**src/rtl/draw_ball_ctl_if.sv**
```systemverilog
`timescale 1ns / 1ps
// vga_if: VGA timing + colour bundle passed between drawing stages.
//   vcount, hcount : pixel counters (11 bit)
//   vsync, hsync   : sync pulses
//   vblnk, hblnk   : blanking flags
//   rgb            : 12-bit colour (4:4:4)
// Modport 'in' is the consumer view and 'out' the producer view.
interface vga_if;
    logic [10:0] vcount;
    logic        vsync;
    logic        vblnk;
    logic [10:0] hcount;
    logic        hsync;
    logic        hblnk;
    logic [11:0] rgb;

    modport in  (input  vcount, vsync, vblnk, hcount, hsync, hblnk, rgb);
    modport out (output vcount, vsync, vblnk, hcount, hsync, hblnk, rgb);
endinterface

```
**src/rtl/draw_ball_ctl.sv**
```systemverilog
`timescale 1ns / 1ps
// draw_ball_ctl: ball game logic and ball overlay for the single-player
// screen. Sits after the racket stage in the 1024x768 @ 65 MHz pipeline.
// Game state advances once per frame on the rising edge of vblnk; the
// stream itself is delayed by one clock with the ball square painted on.
//
// Ports:
//   clk65MHz      in   pixel clock
//   rst           in   synchronous active-high reset
//   mouse_ypos    in   requested player-1 racket top (unclamped)
//   screen_idle   in   menu screen active
//   screen_single in   single-player screen active
//   draw_rect_if  in   stream from the racket stage
//   draw_ball_if  out  stream with ball overlay, 1 clock latency
//   point_p1      out  1-clock pulse, player 1 scored
//   point_p2      out  1-clock pulse, player 2 scored
//   ball_active   out  high while serving or moving
module draw_ball_ctl #(
    parameter logic [11:0] X_P1         = 12'd20,
    parameter logic [11:0] X_P2         = 12'd990,
    parameter logic [11:0] RACKET_W     = 12'd14,
    parameter logic [11:0] BALL_SIZE    = 12'd12,
    parameter logic [11:0] BALL_SPEED   = 12'd4,
    parameter int unsigned SERVE_FRAMES = 60,
    parameter logic [11:0] BALL_RGB     = 12'hf_f_0
) (
    input  logic        clk65MHz,
    input  logic        rst,
    input  logic [11:0] mouse_ypos,
    input  logic        screen_idle,
    input  logic        screen_single,
    vga_if.in           draw_rect_if,
    vga_if.out          draw_ball_if,
    output logic        point_p1,
    output logic        point_p2,
    output logic        ball_active
);

    localparam int CNT_W = (SERVE_FRAMES > 2) ? $clog2(SERVE_FRAMES) : 1;
    localparam logic [CNT_W-1:0] SERVE_LAST = CNT_W'(SERVE_FRAMES - 1);

    localparam logic [11:0] X_CENTRE   = 12'd506;
    localparam logic [11:0] Y_CENTRE   = 12'd378;
    localparam logic [11:0] Y_WALL_TOP = 12'd51;
    localparam logic [11:0] Y_WALL_BOT = 12'd717;
    localparam logic [11:0] T_MIN      = 12'd51;
    localparam logic [11:0] T_MAX      = 12'd637;
    localparam logic [11:0] T_SUM      = 12'd688;
    localparam logic [11:0] RACKET_H   = 12'd80;
    localparam logic [11:0] X_MAX      = 12'd1023;

    typedef enum logic [1:0] {IDLE, SERVE, MOVE} state_t;

    state_t             state, state_nxt;
    logic [11:0]        bx, bx_nxt;
    logic [11:0]        by, by_nxt;
    logic               dir_x, dir_x_nxt;   // 1 = right
    logic               dir_y, dir_y_nxt;   // 1 = down
    logic [CNT_W-1:0]   serve_cnt, serve_cnt_nxt;
    logic               point_p1_nxt, point_p2_nxt;
    logic               vblnk_d;
    logic               frame_tick;
    logic               abort;
    logic [11:0]        t1, t2;
    logic               ov1, ov2;
    logic [11:0]        hpos, vpos;
    logic               in_ball;

    assign frame_tick  = draw_rect_if.vblnk & ~vblnk_d;
    assign abort       = screen_idle | ~screen_single;
    assign ball_active = (state == SERVE) || (state == MOVE);

    // Racket spans mirror the racket stage: player 2 tracks player 1
    // reflected about the playfield centre.
    always_comb begin
        if (mouse_ypos < T_MIN)
            t1 = T_MIN;
        else if (mouse_ypos > T_MAX)
            t1 = T_MAX;
        else
            t1 = mouse_ypos;
        t2  = T_SUM - t1;
        ov1 = (by + BALL_SIZE > t1) && (by < t1 + RACKET_H);
        ov2 = (by + BALL_SIZE > t2) && (by < t2 + RACKET_H);
    end

    // NOTE: every always_comb output gets a default first so that no path
    // leaves it unassigned, which would otherwise infer a latch.
    always_comb begin
        state_nxt     = state;
        bx_nxt        = bx;
        by_nxt        = by;
        dir_x_nxt     = dir_x;
        dir_y_nxt     = dir_y;
        serve_cnt_nxt = serve_cnt;
        point_p1_nxt  = 1'b0;
        point_p2_nxt  = 1'b0;

        unique case (state)
            IDLE: begin
                bx_nxt        = X_CENTRE;
                by_nxt        = Y_CENTRE;
                dir_x_nxt     = 1'b1;
                dir_y_nxt     = 1'b1;
                serve_cnt_nxt = '0;
                state_nxt     = SERVE;
            end
            SERVE: begin
                if (frame_tick) begin
                    serve_cnt_nxt = serve_cnt + CNT_W'(1);
                    if (serve_cnt_nxt == SERVE_LAST) begin
                        serve_cnt_nxt = '0;
                        state_nxt     = MOVE;
                    end
                end
            end
            MOVE: begin
                if (frame_tick) begin
                    // Vertical: all tests compare before subtracting so
                    // the 12-bit position never wraps.
                    if (!dir_y) begin
                        if (by <= Y_WALL_TOP + BALL_SPEED) begin
                            by_nxt    = Y_WALL_TOP + 12'd1;
                            dir_y_nxt = 1'b1;
                        end else begin
                            by_nxt = by - BALL_SPEED;
                        end
                    end else begin
                        if (by + BALL_SIZE + BALL_SPEED >= Y_WALL_BOT) begin
                            by_nxt    = Y_WALL_BOT - 12'd1 - BALL_SIZE;
                            dir_y_nxt = 1'b0;
                        end else begin
                            by_nxt = by + BALL_SPEED;
                        end
                    end

                    // Horizontal: racket first, then goal line. A point
                    // re-centres the ball, overriding the vertical step.
                    if (!dir_x) begin
                        if (bx <= X_P1 + RACKET_W + BALL_SPEED && bx >= X_P1 && ov1) begin
                            bx_nxt    = X_P1 + RACKET_W + 12'd1;
                            dir_x_nxt = 1'b1;
                        end else if (bx < BALL_SPEED) begin
                            point_p2_nxt  = 1'b1;
                            bx_nxt        = X_CENTRE;
                            by_nxt        = Y_CENTRE;
                            dir_x_nxt     = 1'b0;
                            serve_cnt_nxt = '0;
                            state_nxt     = SERVE;
                        end else begin
                            bx_nxt = bx - BALL_SPEED;
                        end
                    end else begin
                        if (bx + BALL_SIZE + BALL_SPEED >= X_P2 &&
                            bx + BALL_SIZE <= X_P2 + RACKET_W && ov2) begin
                            bx_nxt    = X_P2 - BALL_SIZE - 12'd1;
                            dir_x_nxt = 1'b0;
                        end else if (bx + BALL_SIZE + BALL_SPEED > X_MAX) begin
                            point_p1_nxt  = 1'b1;
                            bx_nxt        = X_CENTRE;
                            by_nxt        = Y_CENTRE;
                            dir_x_nxt     = 1'b1;
                            serve_cnt_nxt = '0;
                            state_nxt     = SERVE;
                        end else begin
                            bx_nxt = bx + BALL_SPEED;
                        end
                    end
                end
            end
            default: state_nxt = IDLE;
        endcase

        // Leaving the game screen drops the ball at once, with no score.
        if (abort) begin
            state_nxt     = IDLE;
            bx_nxt        = X_CENTRE;
            by_nxt        = Y_CENTRE;
            dir_x_nxt     = 1'b1;
            dir_y_nxt     = 1'b1;
            serve_cnt_nxt = '0;
            point_p1_nxt  = 1'b0;
            point_p2_nxt  = 1'b0;
        end
    end

    // NOTE: sequential state uses non-blocking assignments so every
    // register samples the pre-edge values, independent of statement order.
    always_ff @(posedge clk65MHz) begin
        if (rst) begin
            state     <= IDLE;
            bx        <= X_CENTRE;
            by        <= Y_CENTRE;
            dir_x     <= 1'b1;
            dir_y     <= 1'b1;
            serve_cnt <= '0;
            point_p1  <= 1'b0;
            point_p2  <= 1'b0;
            vblnk_d   <= 1'b0;
        end else begin
            state     <= state_nxt;
            bx        <= bx_nxt;
            by        <= by_nxt;
            dir_x     <= dir_x_nxt;
            dir_y     <= dir_y_nxt;
            serve_cnt <= serve_cnt_nxt;
            point_p1  <= point_p1_nxt;
            point_p2  <= point_p2_nxt;
            vblnk_d   <= draw_rect_if.vblnk;
        end
    end

    // Overlay decision uses the input-side counters so the painted square
    // lines up with the delayed timing signals.
    assign hpos    = {1'b0, draw_rect_if.hcount};
    assign vpos    = {1'b0, draw_rect_if.vcount};
    assign in_ball = ball_active &&
                     hpos >= bx && hpos < bx + BALL_SIZE &&
                     vpos >= by && vpos < by + BALL_SIZE;

    always_ff @(posedge clk65MHz) begin
        if (rst) begin
            draw_ball_if.vcount <= '0;
            draw_ball_if.vsync  <= 1'b0;
            draw_ball_if.vblnk  <= 1'b0;
            draw_ball_if.hcount <= '0;
            draw_ball_if.hsync  <= 1'b0;
            draw_ball_if.hblnk  <= 1'b0;
            draw_ball_if.rgb    <= '0;
        end else begin
            draw_ball_if.vcount <= draw_rect_if.vcount;
            draw_ball_if.vsync  <= draw_rect_if.vsync;
            draw_ball_if.vblnk  <= draw_rect_if.vblnk;
            draw_ball_if.hcount <= draw_rect_if.hcount;
            draw_ball_if.hsync  <= draw_rect_if.hsync;
            draw_ball_if.hblnk  <= draw_rect_if.hblnk;
            draw_ball_if.rgb    <= in_ball ? BALL_RGB : draw_rect_if.rgb;
        end
    end

endmodule
```
**src/flat_wrapper.sv**
```systemverilog
// flat-port wrapper written by rule: the top's interface ports become plain ports
module draw_ball_ctl_flat 
#(
    parameter logic [11:0] X_P1         = 12'd20,
    parameter logic [11:0] X_P2         = 12'd990,
    parameter logic [11:0] RACKET_W     = 12'd14,
    parameter logic [11:0] BALL_SIZE    = 12'd12,
    parameter logic [11:0] BALL_SPEED   = 12'd4,
    parameter int unsigned SERVE_FRAMES = 60,
    parameter logic [11:0] BALL_RGB     = 12'hf_f_0
)
  (clk65MHz, rst, mouse_ypos, screen_idle, screen_single, point_p1, point_p2, ball_active, draw_rect_if_vcount, draw_rect_if_vsync, draw_rect_if_vblnk, draw_rect_if_hcount, draw_rect_if_hsync, draw_rect_if_hblnk, draw_rect_if_rgb, draw_ball_if_vcount, draw_ball_if_vsync, draw_ball_if_vblnk, draw_ball_if_hcount, draw_ball_if_hsync, draw_ball_if_hblnk, draw_ball_if_rgb);
  vga_if draw_rect_if_i ();
  vga_if draw_ball_if_i ();
  input  logic clk65MHz;
  input  logic rst;
  input  logic [11:0] mouse_ypos;
  input  logic screen_idle;
  input  logic screen_single;
  output logic point_p1;
  output logic point_p2;
  output logic ball_active;
  input wire logic [$bits(draw_rect_if_i.vcount)-1:0] draw_rect_if_vcount;
  input wire logic [$bits(draw_rect_if_i.vsync)-1:0] draw_rect_if_vsync;
  input wire logic [$bits(draw_rect_if_i.vblnk)-1:0] draw_rect_if_vblnk;
  input wire logic [$bits(draw_rect_if_i.hcount)-1:0] draw_rect_if_hcount;
  input wire logic [$bits(draw_rect_if_i.hsync)-1:0] draw_rect_if_hsync;
  input wire logic [$bits(draw_rect_if_i.hblnk)-1:0] draw_rect_if_hblnk;
  input wire logic [$bits(draw_rect_if_i.rgb)-1:0] draw_rect_if_rgb;
  output wire logic [$bits(draw_ball_if_i.vcount)-1:0] draw_ball_if_vcount;
  output wire logic [$bits(draw_ball_if_i.vsync)-1:0] draw_ball_if_vsync;
  output wire logic [$bits(draw_ball_if_i.vblnk)-1:0] draw_ball_if_vblnk;
  output wire logic [$bits(draw_ball_if_i.hcount)-1:0] draw_ball_if_hcount;
  output wire logic [$bits(draw_ball_if_i.hsync)-1:0] draw_ball_if_hsync;
  output wire logic [$bits(draw_ball_if_i.hblnk)-1:0] draw_ball_if_hblnk;
  output wire logic [$bits(draw_ball_if_i.rgb)-1:0] draw_ball_if_rgb;
  assign draw_rect_if_i.vcount = draw_rect_if_vcount;
  assign draw_rect_if_i.vsync = draw_rect_if_vsync;
  assign draw_rect_if_i.vblnk = draw_rect_if_vblnk;
  assign draw_rect_if_i.hcount = draw_rect_if_hcount;
  assign draw_rect_if_i.hsync = draw_rect_if_hsync;
  assign draw_rect_if_i.hblnk = draw_rect_if_hblnk;
  assign draw_rect_if_i.rgb = draw_rect_if_rgb;
  assign draw_ball_if_vcount = draw_ball_if_i.vcount;
  assign draw_ball_if_vsync = draw_ball_if_i.vsync;
  assign draw_ball_if_vblnk = draw_ball_if_i.vblnk;
  assign draw_ball_if_hcount = draw_ball_if_i.hcount;
  assign draw_ball_if_hsync = draw_ball_if_i.hsync;
  assign draw_ball_if_hblnk = draw_ball_if_i.hblnk;
  assign draw_ball_if_rgb = draw_ball_if_i.rgb;
  draw_ball_ctl #(.X_P1(X_P1), .X_P2(X_P2), .RACKET_W(RACKET_W), .BALL_SIZE(BALL_SIZE), .BALL_SPEED(BALL_SPEED), .SERVE_FRAMES(SERVE_FRAMES), .BALL_RGB(BALL_RGB)) u_core (.clk65MHz(clk65MHz), .rst(rst), .mouse_ypos(mouse_ypos), .screen_idle(screen_idle), .screen_single(screen_single), .draw_rect_if(draw_rect_if_i), .draw_ball_if(draw_ball_if_i), .point_p1(point_p1), .point_p2(point_p2), .ball_active(ball_active));
endmodule
```
**config.mk**
```make
export PLATFORM = sky130hd
export DESIGN_NAME = draw_ball_ctl_flat
export DESIGN_NICKNAME = d
export VERILOG_FILES = /design/src/rtl/draw_ball_ctl_if.sv /design/src/rtl/draw_ball_ctl.sv /design/src/flat_wrapper.sv
export SDC_FILE = /design/constraint.sdc
export NUM_CORES = 1
export LEC_CHECK = 0
export BUFFER_PORTS_ARGS = -buffer_cell sky130_fd_sc_hd__buf_2
export CORE_MARGIN = 5
export CORE_UTILIZATION = 55
export DETAILED_ROUTE_END_ITERATION = 10
export HOLD_SLACK_MARGIN = 0.02
export PLACE_DENSITY = 0.76
export SYNTH_ARGS = -nofsm -noshare
export SYNTH_HDL_FRONTEND = slang
export SYNTH_SLANG_ARGS = --single-unit
```
**constraint.sdc**
```tcl
create_clock -name clk65MHz -period 7.3 [get_ports clk65MHz]
set_input_delay 0.73 -clock clk65MHz [delete_from_list [all_inputs] [get_ports clk65MHz]]
set_output_delay 0.73 -clock clk65MHz [all_outputs]
set_load 0.01 [all_outputs]
```
# Word level (Yosys, flattened, before mapping)
# Cells that the tools add are included.
[word_totals]
register_bits = 74
inputBits = 54
[op_classes]
addsub = 12
n_lt_le_gt_ge = 18
n_eq_ne = 10
mux = 50
bitwise_logic = 7
reduce_logical = 21
[ops]
columns = ["operator", "n"]
rows = [
  ["12-bit 2-to-1 mux", 18],
  ["12-bit by 3-bit adder with 12-bit output, second input constant", 4],
  ["6-bit 2-to-1 mux", 8],
  ["12-bit one-hot mux with 2 select lines", 2],
  ["12-bit by 4-bit adder with 12-bit output, second input constant", 2],
  ["12-bit by 7-bit adder with 12-bit output, second input constant", 2],
  ["11-bit by 12-bit >= comparator with 1-bit output", 2],
  ["12-bit by 10-bit >= comparator with 1-bit output, second input constant", 2],
  ["12-bit by 10-bit greater-than comparator with 1-bit output, second input constant", 2],
  ["12-bit greater-than comparator", 2],
  ["12-bit by 6-bit <= comparator with 1-bit output, second input constant", 2],
  ["11-bit by 12-bit less-than comparator with 1-bit output", 2],
  ["12-bit less-than comparator", 2],
  ["12-bit by 3-bit subtractor with 12-bit output, second input constant", 2],
  ["6-bit one-hot mux with 3 select lines", 1],
  ["2-bit 2-to-1 mux", 8],
  ["7-bit AND reduction", 2],
  ["12-bit by 5-bit >= comparator with 1-bit output, second input constant", 1],
  ["12-bit by 10-bit <= comparator with 1-bit output, second input constant", 1],
  ["12-bit by 3-bit less-than comparator with 1-bit output, second input constant", 1],
  ["12-bit by 6-bit less-than comparator with 1-bit output, second input constant", 1],
  ["6-bit OR reduction", 2],
  ["10-bit by 12-bit subtractor with 12-bit output, first input constant", 1],
  ["1-bit logical AND", 10],
  ["20 further kinds", 38],
]

# Longest topological paths before layout
[depth]
depth_word = 12
depth_mapped = 23
mapped_depth_nobuf = 22

# Worst setup path after synthesis
# No wires, ideal clock.
[synth_path]
path_kind = "input -> register"
from = "in mouse_ypos[7]"
to = "reg u_core.bx[6]"
t_arrival_ns = 4.685
setup_slack_ns = 2.499
cell_stages = 19
n_path_buf = 3
cell_sequence = "buf_2 -> o21a_1 -> or3_1 -> buf_2 -> or3_2 -> ha_1 -> o21ai_0 -> xnor2_1 -> nand2_1 -> ha_1 -> a21oi_1 -> o21ai_0 -> a22o_1 -> nor4_2 -> or2_1 -> clkbuf_1 -> o211ai_1 -> or4b_1 -> o211a_1"
[synth_via]
elab_chain_cells = 12
elab_cells_between_ends = 20
cone_classes = "add/sub: 3; order compare: 6; mux: 7; reduce/logical: 4"
[synth_rtl]
columns = ["element", "line", "source"]
rows = [
  ["start, declared", "flat_wrapper.sv:17", "input logic [11:0] mouse_ypos;"],
  ["12-bit by 10-bit greater-than comparator with 1-bit output", "draw_ball_ctl.sv:78", "else if (mouse_ypos > T_MAX)"],
  ["12-bit 2-to-1 mux", "draw_ball_ctl.sv:78", ""],
  ["12-bit 2-to-1 mux *", "draw_ball_ctl.sv:76", "if (mouse_ypos < T_MIN)"],
  ["10-bit by 12-bit subtractor with 12-bit output", "draw_ball_ctl.sv:82", "t2 = T_SUM - t1;"],
  ["12-bit by 7-bit adder with 12-bit output", "draw_ball_ctl.sv:84", "ov2 = (by + BALL_SIZE > t2) && (by < t2 + RACKET_H);"],
  ["12-bit less-than comparator", "draw_ball_ctl.sv:84", ""],
  ["1-bit logical AND", "draw_ball_ctl.sv:84", ""],
  ["1-bit logical AND", "draw_ball_ctl.sv:155", "bx + BALL_SIZE <= X_P2 + RACKET_W && ov2) begin"],
  ["12-bit 2-to-1 mux", "draw_ball_ctl.sv:154", "if (bx + BALL_SIZE + BALL_SPEED >= X_P2 &&"],
  ["12-bit 2-to-1 mux *", "draw_ball_ctl.sv:139", "if (!dir_x) begin"],
  ["12-bit 2-to-1 mux *", "draw_ball_ctl.sv:118", "if (frame_tick) begin"],
  ["12-bit one-hot mux with 2 select lines *", "draw_ball_ctl.sv:99", "unique case (state)"],
  ["end signal, assigned", "draw_ball_ctl.sv:202", "bx <= bx_nxt;"],
  ["end, declared", "draw_ball_ctl.sv:55", "logic [11:0] bx, bx_nxt;"],
]
# Mark *: on every way between the ends. The rest lies on a longest branch, timed or not. The select of a mux whose other input is x is not followed.
# A chain may end at the register's enable or synchronous reset.

# Worst setup path after layout
[layout_path]
from = "in mouse_ypos[8]"
to = "reg u_core.bx[6]"
# Same word-level chain as after synthesis.

==> results.ini <==
[worst_hold_path]
hold_start = u_core.serve_cnt[5]
hold_path_depth = 2
hp-class = reg -> reg
whs_endpoint = u_core.serve_cnt[5]

[floorplanning]
die_x_um = 121
fp.dieH_um = 121
start_util_pct = 56.4
core_area_um2 = 12100
rows = 40
die-area_um2 = 14800
num_io_pins = 95

[worst_setup_path]
reg2reg_slack_ps = 2550
critPathArrivalTime_ps = 5240
rr_endpoint = u_core.bx[6]
worstSetupPathType = in -> reg
r2r_cells = 14
path_max_fanout = 10
cp_data_required_time_ps = 7540
end_kind = register
rr_startpoint = u_core.by[4]
critPathLaunchType = primary input

[synthesis]
ys.flop_type = dfxtp_1
syn_avg_cell_area_um2 = 7.75
yosysSeqAreaShare_pct = 21.7
synth_edf_count = 0
ys_ff_latch = 74
synthesis.area_um2 = 6830
async_flop_share_pct = 0
synth_cell_types = 77
ys_warn_count = 0
synth_cells = 882

[sta]
finalCriticalPeriod_ps = 5000
finClkSkew_ps = 5.62
worst_slack_ps = 2300
tns_ps = 0
slew_headroom_pct = 29.9
clock.fmax_ghz = 0.200
grt_setup_unrepaired = no
hold_viol = 0
finalCritPeriodShare_pct = 68.5
drv_slew = 0
worst_pin_slew_ps = 1040
setup_violations = 0

[global_routing]
grt_max_degree = 41
grt_pass1_wl_um = 30900
grt_overflow = 0
grt_pass1_vias = 6330
grtUsageTotal_pct = 25.7
antenna_found_initial = 0

[routing]
met2_length_um = 7980
antenna_left = 0
dr_wl_met3_um = 1800
drt_iter0_markers = 680
wire_per_inst_um = 16.8
drt-met1-wl_um = 8530
top_layer = met4
vias_per_cell = 6.10
drc = 0
first_pass_iters = 5
wirelength_um = 19000
vias = 6884

[cts]
cts_buffer_depth = 2
cts.sinks = 74
clkTransAtPathRegs_ps = 60
h-tree-depth = 3
cts_resized = 0
cts_tree = yes
root_buffer = clkbuf_16
hold_buffers = 0
clock_latency_ps = 350
cts_buffers = 9
post_cts_buffers = 0

[finish]
area_delta_synth_final_pct = 12.6
n_fill_cell = 1122
n_antenna_cell = 0
num-nets-final = 1108
drive_gt1_share_pct = 13.3

[power]
p_leak_nw = 3.34
power_density_nw_per_um2 = 131
irDropWorstVdd_v = 0.0000966

[placement]
dp_slack_ps = 2010
hpwl_um = 14600
port_buffers = 94
gp_congestion = 0.958

[run]
max_cap_violations = 0

[outcome]
status = finished clean

[synth_stat cells (all sizes together), types with 10 or more instances]
master | count | share of area [%]
dfxtp | 74 | 22
nor3 | 30 | 2.2
nand2b | 14 | 1.3
a21oi | 62 | 4.5
clkbuf | 36 | 2.0
a211oi | 14 | 1.5
o21ai | 62 | 4.5
ha | 99 | 18
xnor2 | 34 | 4.4
nand3 | 32 | 2.5
or3 | 10 | 1.1
nor2 | 61 | 3.4
nand2 | 53 | 2.9
o21a | 12 | 1.3
nor4 | 10 | 1.0
nor2b | 32 | 2.9
nand4 | 15 | 1.4
inv | 60 | 3.3
and3 | 11 | 1.0
a21o | 10 | 1.1
[stage by stage]
step	std cells	hold WS (ps)	area, um^2	utilization, %	total power, mW
finish	1128	476	7690	63.5	1.01
global route	1128	520	7690	63.5	1.05
CTS	1128	478	7690	63.5	1.02
detailed placement	1112	469	7390	61.0	0.563
global placement	1112	458	7390	61.0	0.560
floorplan	889	444	6860	-	0.512
[metal layers]
| layer | vias to the layer above | track usage, % |
|---|---|---|
| met1 | 3109 | 35.9 |
| met2 | 343 | 38.9 |
| met3 | 63 | 4.24 |
| li1 | 3369 | - |
| met4 | 0 | 11.3 |
| met5 | - | 0 |
[logic make-up after synthesis]
kind of cell | after synthesis | share of synthesized area [%]
xor gates and xnor gates | 40 | 5.13
buffers and inverters | 106 | 5.97
AOI/OAI and AO/OA | 252 | 24.3
and+or+nand+nor | 307 | 24.2
DFF | 74 | 21.7
adders and majority gates | 99 | 18.1
other | 1 | 0.0549
muxes | 3 | 0.513
[flip-flops by register name, summed over array words and instances, names as in the netlist]
register / cells
u_core.draw_ball_if.rgb: 12
u_core.draw_ball_if.vcount: 11
u_core.bx: 12
u_core.state: 2
u_core.serve_cnt: 6
u_core.draw_ball_if.hcount: 11
u_core.dir_x: 1
u_core.dir_y: 1
u_core.point_p1: 1
u_core.draw_ball_if.hblnk: 1
u_core.point_p2: 1
u_core.vblnk_d: 1
u_core.draw_ball_if.vsync: 1
u_core.by: 12
u_core.draw_ball_if.hsync: 1
[cells in the final DEF, fill, tap and decap left out, types with 14 or more instances in the layout]
master / synthesis / routed
ha_1: 99 / 99
dfxtp_1: 74 / 74
nand4_1: 15 / 15
nand2_1: 53 / 53
xnor2_1: 34 / 34
nor3_1: 30 / 30
nand3_1: 31 / 31
nand2b_1: 14 / 14
a21oi_1: 62 / 62
o21ai_0: 54 / 54
a211oi_1: 14 / 14
inv_1: 60 / 60
buf_2: 2 / 94
nor2_1: 61 / 61
nor2b_1: 32 / 32
[critical path, cell delays in order]
cell,delay (ps)
buf_2,150
o21a_1,200
or3_1,400
nor2_1,360
a21boi_0,220
ha_1,260
and3_1,180
a21boi_0,180
o21ai_0,110
xor2_1,150
nor3_1,290
inv_1,130
xnor2_1,150
ha_1,310
o21a_1,130
o21a_1,100
o211ai_1,80
a21o_1,160
and3_2,200
nand3_4,140
or4b_1,460
o211a_1,140
[worst max path at each step]
stage                               to  cells past startpoint  slack (ps)           from
after floorplan           u_core.bx[6]                     19        2500  mouse_ypos[7]
after global placement    u_core.bx[6]                     21        2190  mouse_ypos[8]
after detailed placement  u_core.bx[6]                     21        2010  mouse_ypos[8]
after CTS                 u_core.bx[6]                     21        2360  mouse_ypos[8]
after global routing      u_core.bx[6]                     21        1940  mouse_ypos[8]
final                     u_core.bx[6]                     22        2300  mouse_ypos[8]
[layout make-up]
cell class,count,area [um^2],area share (%)
inverter,64,240,3.12
clock inverter,7,76.3,0.992
tap,168,210,2.73
clock buffer,9,225,2.93
sequential,74,1480,19.3
multi-input combinational,709,4970,64.6
timing repair buffer,97,493,6.41
[power by group]
| part | internal, mW | switching [mW] |
|---|---|---|
| Clock | 0.267 | 0.186 |
| Sequential | 0.416 | 0.00301 |
| Combinational | 0.0594 | 0.0774 |
| Total | 0.742 | 0.266 |
(Power assumes the default switching activity.)
